$ cat src/rtl/router_pkt_tx.sv
// router_pkt_tx
//
// Packet transmitter feeding a router. A host posts a request (destination
// address + payload length), then streams the payload bytes into a local
// 64x8 buffer. Once the whole payload is buffered the packet goes out as a
// header byte, the payload bytes and a trailing XOR parity byte, followed by a
// fixed number of idle gap cycles during which the router's parity-error flag
// is sampled.
//
// Parameters
//   GAP_CYCLES  idle cycles after each parity byte (1..15)
//
// Ports
//   clock       single clock, rising edge
//   reset       synchronous, active-high
//   req_valid   host request valid
//   req_addr    destination port (0..2; 3 is illegal)
//   req_len     payload length in bytes (1..63; 0 is illegal)
//   req_ready   request accepted when req_valid & req_ready at a rising edge
//   pay_valid   payload byte valid
//   pay_data    payload byte
//   pay_ready   payload byte accepted when pay_valid & pay_ready
//   busy        router stall; data_out is not consumed while high
//   err         router parity-error flag
//   pkt_valid   high during header and payload bytes
//   data_out    packet byte to the router
//   tx_done     one-cycle pulse after the parity byte is consumed
//   drop        one-cycle pulse after an illegal request is discarded
//   err_count   packets that drew err during their gap, saturating at 255

module router_pkt_tx #(
    parameter int unsigned GAP_CYCLES = 2
) (
    input  logic       clock,
    input  logic       reset,
    input  logic       req_valid,
    input  logic [1:0] req_addr,
    input  logic [5:0] req_len,
    output logic       req_ready,
    input  logic       pay_valid,
    input  logic [7:0] pay_data,
    output logic       pay_ready,
    input  logic       busy,
    input  logic       err,
    output logic       pkt_valid,
    output logic [7:0] data_out,
    output logic       tx_done,
    output logic       drop,
    output logic [7:0] err_count
);

    typedef enum logic [2:0] {
        StIdle,
        StLoad,
        StHeader,
        StPayload,
        StParity,
        StGap
    } state_e;

    localparam logic [3:0] GapLast = 4'(GAP_CYCLES - 1);

    state_e     state_q;
    logic [1:0] addr_q;
    logic [5:0] len_q;
    logic [5:0] wr_idx_q;
    logic [5:0] rd_idx_q;
    logic [7:0] parity_q;
    logic [3:0] gap_cnt_q;
    logic       err_seen_q;

    logic       req_ready_q;
    logic       pay_ready_q;
    logic       pkt_valid_q;
    logic [7:0] data_out_q;
    logic       tx_done_q;
    logic       drop_q;
    logic [7:0] err_count_q;

    // Payload buffer; contents are don't-care after reset so it has none.
    logic [7:0] pkt_mem [64];

    logic       pay_fire;
    logic       req_legal;
    logic       last_wr;
    logic       last_rd;
    logic [7:0] header;

    always_comb begin
        pay_fire  = pay_valid && pay_ready_q;
        req_legal = (req_addr != 2'd3) && (req_len != 6'd0);
        last_wr   = (wr_idx_q == (len_q - 6'd1));
        last_rd   = (rd_idx_q == (len_q - 6'd1));
        header    = {len_q, addr_q};
    end

    always_ff @(posedge clock) begin
        if (pay_fire) begin
            pkt_mem[wr_idx_q] <= pay_data;
        end
    end

    always_ff @(posedge clock) begin
        if (reset) begin
            state_q     <= StIdle;
            addr_q      <= 2'd0;
            len_q       <= 6'd0;
            wr_idx_q    <= 6'd0;
            rd_idx_q    <= 6'd0;
            parity_q    <= 8'd0;
            gap_cnt_q   <= 4'd0;
            err_seen_q  <= 1'b0;
            req_ready_q <= 1'b1;
            pay_ready_q <= 1'b0;
            pkt_valid_q <= 1'b0;
            data_out_q  <= 8'd0;
            tx_done_q   <= 1'b0;
            drop_q      <= 1'b0;
            err_count_q <= 8'd0;
        end else begin
            tx_done_q <= 1'b0;
            drop_q    <= 1'b0;
            case (state_q)
                StIdle: begin
                    if (req_valid && req_ready_q) begin
                        if (req_legal) begin
                            addr_q      <= req_addr;
                            len_q       <= req_len;
                            wr_idx_q    <= 6'd0;
                            req_ready_q <= 1'b0;
                            pay_ready_q <= 1'b1;
                            state_q     <= StLoad;
                        end else begin
                            drop_q <= 1'b1;
                        end
                    end
                end
                StLoad: begin
                    if (pay_fire) begin
                        wr_idx_q <= wr_idx_q + 6'd1;
                        if (last_wr) begin
                            // Whole payload buffered: present the header and
                            // seed the running parity with it.
                            pay_ready_q <= 1'b0;
                            pkt_valid_q <= 1'b1;
                            data_out_q  <= header;
                            parity_q    <= header;
                            rd_idx_q    <= 6'd0;
                            state_q     <= StHeader;
                        end
                    end
                end
                StHeader: begin
                    if (!busy) begin
                        data_out_q <= pkt_mem[6'd0];
                        rd_idx_q   <= 6'd0;
                        state_q    <= StPayload;
                    end
                end
                StPayload: begin
                    if (!busy) begin
                        parity_q <= parity_q ^ data_out_q;
                        if (last_rd) begin
                            pkt_valid_q <= 1'b0;
                            data_out_q  <= parity_q ^ data_out_q;
                            state_q     <= StParity;
                        end else begin
                            rd_idx_q   <= rd_idx_q + 6'd1;
                            data_out_q <= pkt_mem[rd_idx_q + 6'd1];
                        end
                    end
                end
                StParity: begin
                    if (!busy) begin
                        tx_done_q  <= 1'b1;
                        data_out_q <= 8'd0;
                        gap_cnt_q  <= 4'd0;
                        err_seen_q <= 1'b0;
                        state_q    <= StGap;
                    end
                end
                StGap: begin
                    // err may stay high for several gap cycles; count it once.
                    if (err && !err_seen_q) begin
                        err_seen_q <= 1'b1;
                        if (err_count_q != 8'hFF) begin
                            err_count_q <= err_count_q + 8'd1;
                        end
                    end
                    if (gap_cnt_q == GapLast) begin
                        req_ready_q <= 1'b1;
                        state_q     <= StIdle;
                    end else begin
                        gap_cnt_q <= gap_cnt_q + 4'd1;
                    end
                end
                default: begin
                    req_ready_q <= 1'b1;
                    pay_ready_q <= 1'b0;
                    pkt_valid_q <= 1'b0;
                    data_out_q  <= 8'd0;
                    state_q     <= StIdle;
                end
            endcase
        end
    end

    assign req_ready = req_ready_q;
    assign pay_ready = pay_ready_q;
    assign pkt_valid = pkt_valid_q;
    assign data_out  = data_out_q;
    assign tx_done   = tx_done_q;
    assign drop      = drop_q;
    assign err_count = err_count_q;

endmodule

$ cat config.mk
export PLATFORM = sky130hd
export DESIGN_NAME = router_pkt_tx
export DESIGN_NICKNAME = d
export VERILOG_FILES = /design/src/rtl/router_pkt_tx.sv
export SDC_FILE = /design/constraint.sdc
export NUM_CORES = 1
export LEC_CHECK = 0
export ABC_AREA = 1
export BUFFER_PORTS_ARGS = -buffer_cell sky130_fd_sc_hd__buf_4
export CORE_UTILIZATION = 55
export DETAILED_ROUTE_END_ITERATION = 8
export GPL_TIMING_DRIVEN = 0
export PLACE_DENSITY = 0.72
export SYNTH_ARGS = -nofsm -noshare
export SYNTH_HDL_FRONTEND = slang
export SYNTH_SLANG_ARGS = --single-unit
$ cat constraint.sdc
create_clock -name clock -period 4.8 [get_ports clock]
set_input_delay 0.24 -clock clock [delete_from_list [all_inputs] [get_ports clock]]
set_output_delay 0.24 -clock clock [all_outputs]
set_load 0.02 [all_outputs]
Word-level counts from Yosys, hierarchy flattened:

Memories as Yosys holds them, arrays and structs flattened.
Index checks and enable logic that the tools add are counted.
W data, S select, Z words.

* $add $sub $neg: 5
* equality and inequality tests: 22
* multiplexer cells: 53
* bitwise logic cells: 8
* reductions and logical operators: 29

Operators by type and width (number)
* $mux W8: 7
* $mux W6: 8
* $pmux W8 S5: 1
* $mux W3: 9
* $ne A2 B2 Y1 const B: 13
* $pmux W3 S6: 1
* $pmux W6 S3: 1
* $mux W1: 17
* $pmux W8 S2: 1
* $add A6 B1 Y6 const B: 2
* $eq A6 B6 Y1: 2
* $pmux W6 S2: 1
* $reduce_and A3 Y1: 4
* $reduce_and A4 Y1: 3
* $reduce_and A6 Y1: 2
* $reduce_or A4 Y1: 3
* $reduce_and A5 Y1: 2
* $pmux W1 S3: 3
* $reduce_and A9 Y1: 1
* $add A8 B1 Y8 const B: 1
* $mux W4: 2
* $ne A8 B8 Y1 const B: 1
* $pmux W4 S2: 1
* $xor A8 B8 Y8: 1
* 16 further kinds: 30

* flip-flop bits (word level): 57
* RAM bits: 512
* bits of input ports: 22
* output and inout bits: 21
* memories: 1

Memory list
* pkt_mem: words 64, width 8, rd ports 2, clocked after memory_dff 0, wr ports 1, line 81 `logic [7:0] pkt_mem [64];`

Depth between registers and ports, before layout:

* depth after elaboration: 5
* depth in mapped cells: 16
* mapped depth without buffers: 16

Worst setup path after synthesis:

OpenSTA, ideal clock, no wires.

* kind: register -> register
* start point: reg pay_ready_q, in the netlist pay_ready
* end point: mem pkt_mem[19][0] (enable)
* library setup time: 0.370 ns
* arrival: 1.612 ns
* slack: 2.818 ns
* stages on the path, launching flop included: 6
* clock period less this slack: 1.982 ns
* cell sequence: dfxtp_1 > nand2_1 > inv_1 > clkbuf_1 > nand4_1 > nor2_1

* cells in the longest elaborated chain, start to end: 3

RTL lines
* from (decl): line 73 `logic pay_ready_q;`
* from (signal assigned): line 114 `pay_ready_q <= 1'b0;`
* from (signal assigned): line 131 `pay_ready_q <= 1'b1;`
* from (signal assigned): line 144 `pay_ready_q <= 1'b0;`
* $logic_and A1 B1 Y1: line 90 `pay_fire = pay_valid && pay_ready_q;`
* $mux W1: line 98 `if (pay_fire) begin`
* $mux W1 (implied by the code): line 99 `pkt_mem[wr_idx_q] <= pay_data;`
* to (decl): line 81

No other way between the ends.

Final worst setup path:

* start point: reg rd_idx_q[1]
* end point: reg data_out_q[0], in the netlist data_out[0]

* cells in the longest elaborated chain, start to end: 5
* elaborated cells on any way between the ends: 6

RTL lines
* from (decl): line 67 `logic [5:0] rd_idx_q;`
* from (signal assigned): line 168 `rd_idx_q <= rd_idx_q + 6'd1;`
* $add A6 B1 Y6: line 169 `data_out_q <= pkt_mem[rd_idx_q + 6'd1];`
* $mem_v2 Z64 W8
* $mux W8 (*): line 163 `if (last_rd) begin`
* $mux W8 (*): line 161 `if (!busy) begin`
* $pmux W8 S5 (*): line 123 `case (state_q)`
* to (signal assigned): line 155 `data_out_q <= pkt_mem[6'd0];`
* to (signal assigned): line 165 `data_out_q <= parity_q ^ data_out_q;`
* to (signal assigned): line 169
* to (decl): line 75 `logic [7:0] data_out_q;`

Mark *: on every way between the ends. The rest lies on a longest branch, timed or not. The select of a mux whose other input is x is not followed.
A chain may end at the register's enable or synchronous reset.

==> impl_metrics.csv <==
group,metric,value,unit
outcome,status,"finished clean",
setup_path,critPathMaxStageDelay,600,ps
timing,worstMarginPinSlew,1333,ps
global_route,grt_pass1_vias,16610,
yosys,synth_fp_nets,2297,
cells_and_area,num-nets-final,2410,
detailed_routing,dr.pass1.iters,6,
timing,relSlewSlack,10.83,%
global_route,gr-usage-all-layers,33.32,%
timing,final.period_utilization,66.96,%
yosys,ys_warn_count,0,
power,pwr_density_cell,419.5,nW/um^2
detailed_routing,drtIter0Drc,2683,
setup_path,critPathKind,"reg -> reg",
setup_path,cp.arrival,3690,ps
timing,fin_setup_tns,0,ps
power,p_leak,0.009882,uW
setup_path,critPathLaunchType,"flip-flop",
power,ir_drop,302.3,uV
cells_and_area,drive_gt1_share,10.45,%
place,dpl.hpwl,49950,um
clocking,cts_buffers,58,
floorplan,num_rows,76,
yosys,syn_area,24170,sq um
cells_and_area,stdcell_count,3015,
floorplan,dieWidth,211.6,um
cells_and_area,fin_util,63.10,%
floorplan,core-area,43170,sq um
timing,min_period,3214,ps
global_route,grt_pass1_wl,106200,um
place,globalplace.congestion,1.001,
setup_path,cpMostUsedCell,"nand3_1",
floorplan,io-pin-count,43,
global_route,antenna_found_initial,0,
setup_path,end_kind,"flip-flop",
yosys,ys_seq_elements,569,
setup_path,path_cells,"ha_1 > buf_2 > inv_2 > clkbuf_1 > nand3_1 > nand3_1 > nand3_1 > nand3_1 > nand3_1 > nand3_1 > nand2_1 > nand2_1 > a21oi_1",
clocking,htreeDepth,2,
yosys,syn_avg_cell_area,10.65,sq um
clocking,cts_tree,"built",
clocking,clock_latency,620,ps
cells_and_area,fillers,3419,
place,placed_area,25220,sq um
timing,rsz0062_at_grt,"false",
clocking,cts_root_buf,"clkbuf_16",
detailed_routing,route.detailed.drc,0,
setup_path,worstPathRequired,5270,ps
global_route,grt-ovfl-total,0,
timing,finalHoldViolations,0,
floorplan,fp.dieArea,44790,sq um
clocking,cts.sinks,569,
detailed_routing,wire_per_inst,24.41,um
place,dpl.cell_count,2896,
yosys,synthesis.instances,2269,
setup_path,critPathSlowestCell,"clkbuf_1",
place,io_buffers,42,
floorplan,initial_core_util,55.99,%
detailed_routing,totalWireLength,73590,um
yosys,synth_cell_types,39,
cells_and_area,design_area,27240,sq um
cells_and_area,antennaDiodeCount,0,
clocking,cts.path.max_buffers,3,
detailed_routing,ant_nets,0,
timing,clock.fmax,311.1,MHz
clocking,clk_pin_slew,60,ps
cells_and_area,area_delta_synth_final,12.70,%
timing,fin_skew,15.59,ps
job,drv_cap,0,
timing,final_max_slew_viol_count,0,
setup_path,crit_fanout,10,
detailed_routing,viasPerCell,6.010,
floorplan,die_y,211.6,um
min_path,hold_class,"in -> reg",
yosys,ys_seq_area_share,68.33,%
global_route,grt_max_degree,65,
timing,setup_viol,0,
detailed_routing,via_count,18120,
power,power,11430,uW
-- placed cells by master, fill, tap and decap left out, types with 44 or more instances in the layout --
| cell type | synthesis | final |
|---|---|---|
| inv_1 | 88 | 88 |
| clkbuf_16 | 0 | 63 |
| a21oi_1 | 58 | 58 |
| nand3_1 | 519 | 519 |
| nor2_1 | 130 | 130 |
| dfxtp_1 | 57 | 57 |
| edfxtp_1 | 512 | 512 |
| buf_2 | 82 | 82 |
| buf_4 | 2 | 44 |
| nand2_1 | 652 | 652 |
-- worst max-delay path: cells and delay by family, from the launching register on --
kind | cells | cell delay [ps]
compound gates | 1 | 50
simple gates | 8 | 1300
buf+inv | 3 | 970
fa+ha+maj | 1 | 280
flops | 1 | 460
-- registers in the layout (all words and copies together), names as in the netlist, 4 cells and up --
register	count
rd_idx_q	6
parity_q	8
len_q	6
gap_cnt_q	4
data_out	8
wr_idx_q	6
err_count	8
pkt_mem	512
-- cell usage after synthesis (all sizes together) --
library cell	instances	area, sq um
nand2	656	2472
nand3	521	2625
edfxtp	512	15370
nor2	141	571.8
inv	101	379.1
buf	91	466.7
a21oi	58	290.3
dfxtp	57	1141
o21ai	41	212.7
clkbuf	30	112.6
nor3	20	121.4
xnor2	13	121.4
ha	6	75.07
xor2	5	51.30
nand4	3	18.77
nor3b	3	27.52
a211oi	2	15.01
a22o	2	17.52
o211ai	2	15.01
xnor3	2	45.04
and3	1	6.260
clkinv	1	3.750
nand3b	1	7.510
-- through the flow --
stage | hold WS [ps] | setup WS [ps]
2_1_floorplan | 318.5 | 2818
3_3_place_gp | 470.0 | 1728
3_5_place_dp | 466.9 | 1700
4_1_cts | 74.77 | 1698
5_1_grt | 110.5 | 1529
6_report | 86.76 | 1586
-- logic make-up (layout without fill, tap and decap cells) --
kind of cell / after synthesis / count (layout) / share of synthesized area [%]
buf+inv: 223 / 384 / 3.981
compound gates: 105 / 105 / 2.278
simple gates: 1346 / 1346 / 24.20
flops: 569 / 569 / 68.33
fa+ha+maj: 6 / 6 / 0.3106
xor+xnor: 20 / 20 / 0.9007
-- power by group --
part | leakage, uW | switching (uW) | total (uW) | internal, uW
logic | 0.00389 | 959 | 1350 | 389
registers | 0.00506 | 70.8 | 5550 | 5480
clock network | 0.000933 | 1890 | 4530 | 2640
total | 0.00988 | 2920 | 11400 | 8510
-- path summary, 6_finish.rpt --
check / from / end / slack (ps) / cells past startpoint
max: rd_idx_q[1] / data_out[0] / 1590 / 13
min: err / err_seen_q / 90 / 4
max reg2reg: rd_idx_q[1] / data_out[0] / 1590 / 13
min reg2reg: pkt_valid / pkt_valid / 490 / 2
-- cell type report --
cell class              instances  area (sq um)  share of cell area [%]
clock inverters                33         291.5                   1.070
repair buffers                 53         425.4                   1.562
flip-flops and latches        569         16520                   60.63
well taps                     585         732.0                   2.687
plain buffers                 121         579.3                   2.126
clock buffers                  75          1622                   5.952
multi-input cells            1477          6694                   24.57
inverters                     102         382.9                   1.405
-- repair_timing --
action                                 CTS  global route
hold buffers                            11             0
setup buffers                            0             0
gates resized for setup                  0             0
endpoints found under the hold margin   12             0
-- routing by layer --
| metal | GRT usage [%] | wire length [um] | up-vias | part of all wire [%] |
|---|---|---|---|---|
| met5 | 0 | 0 | - | 0 |
| met4 | 13.57 | 3240 | 0 | 4.4 |
| met2 | 51.04 | 33140 | 1190 | 45 |
| met3 | 8.070 | 8705 | 192 | 12 |
| li1 | - | - | 8097 | - |
| met1 | 45.91 | 28500 | 8640 | 39 |
Note: power is estimated with default switching activity, not from simulation.
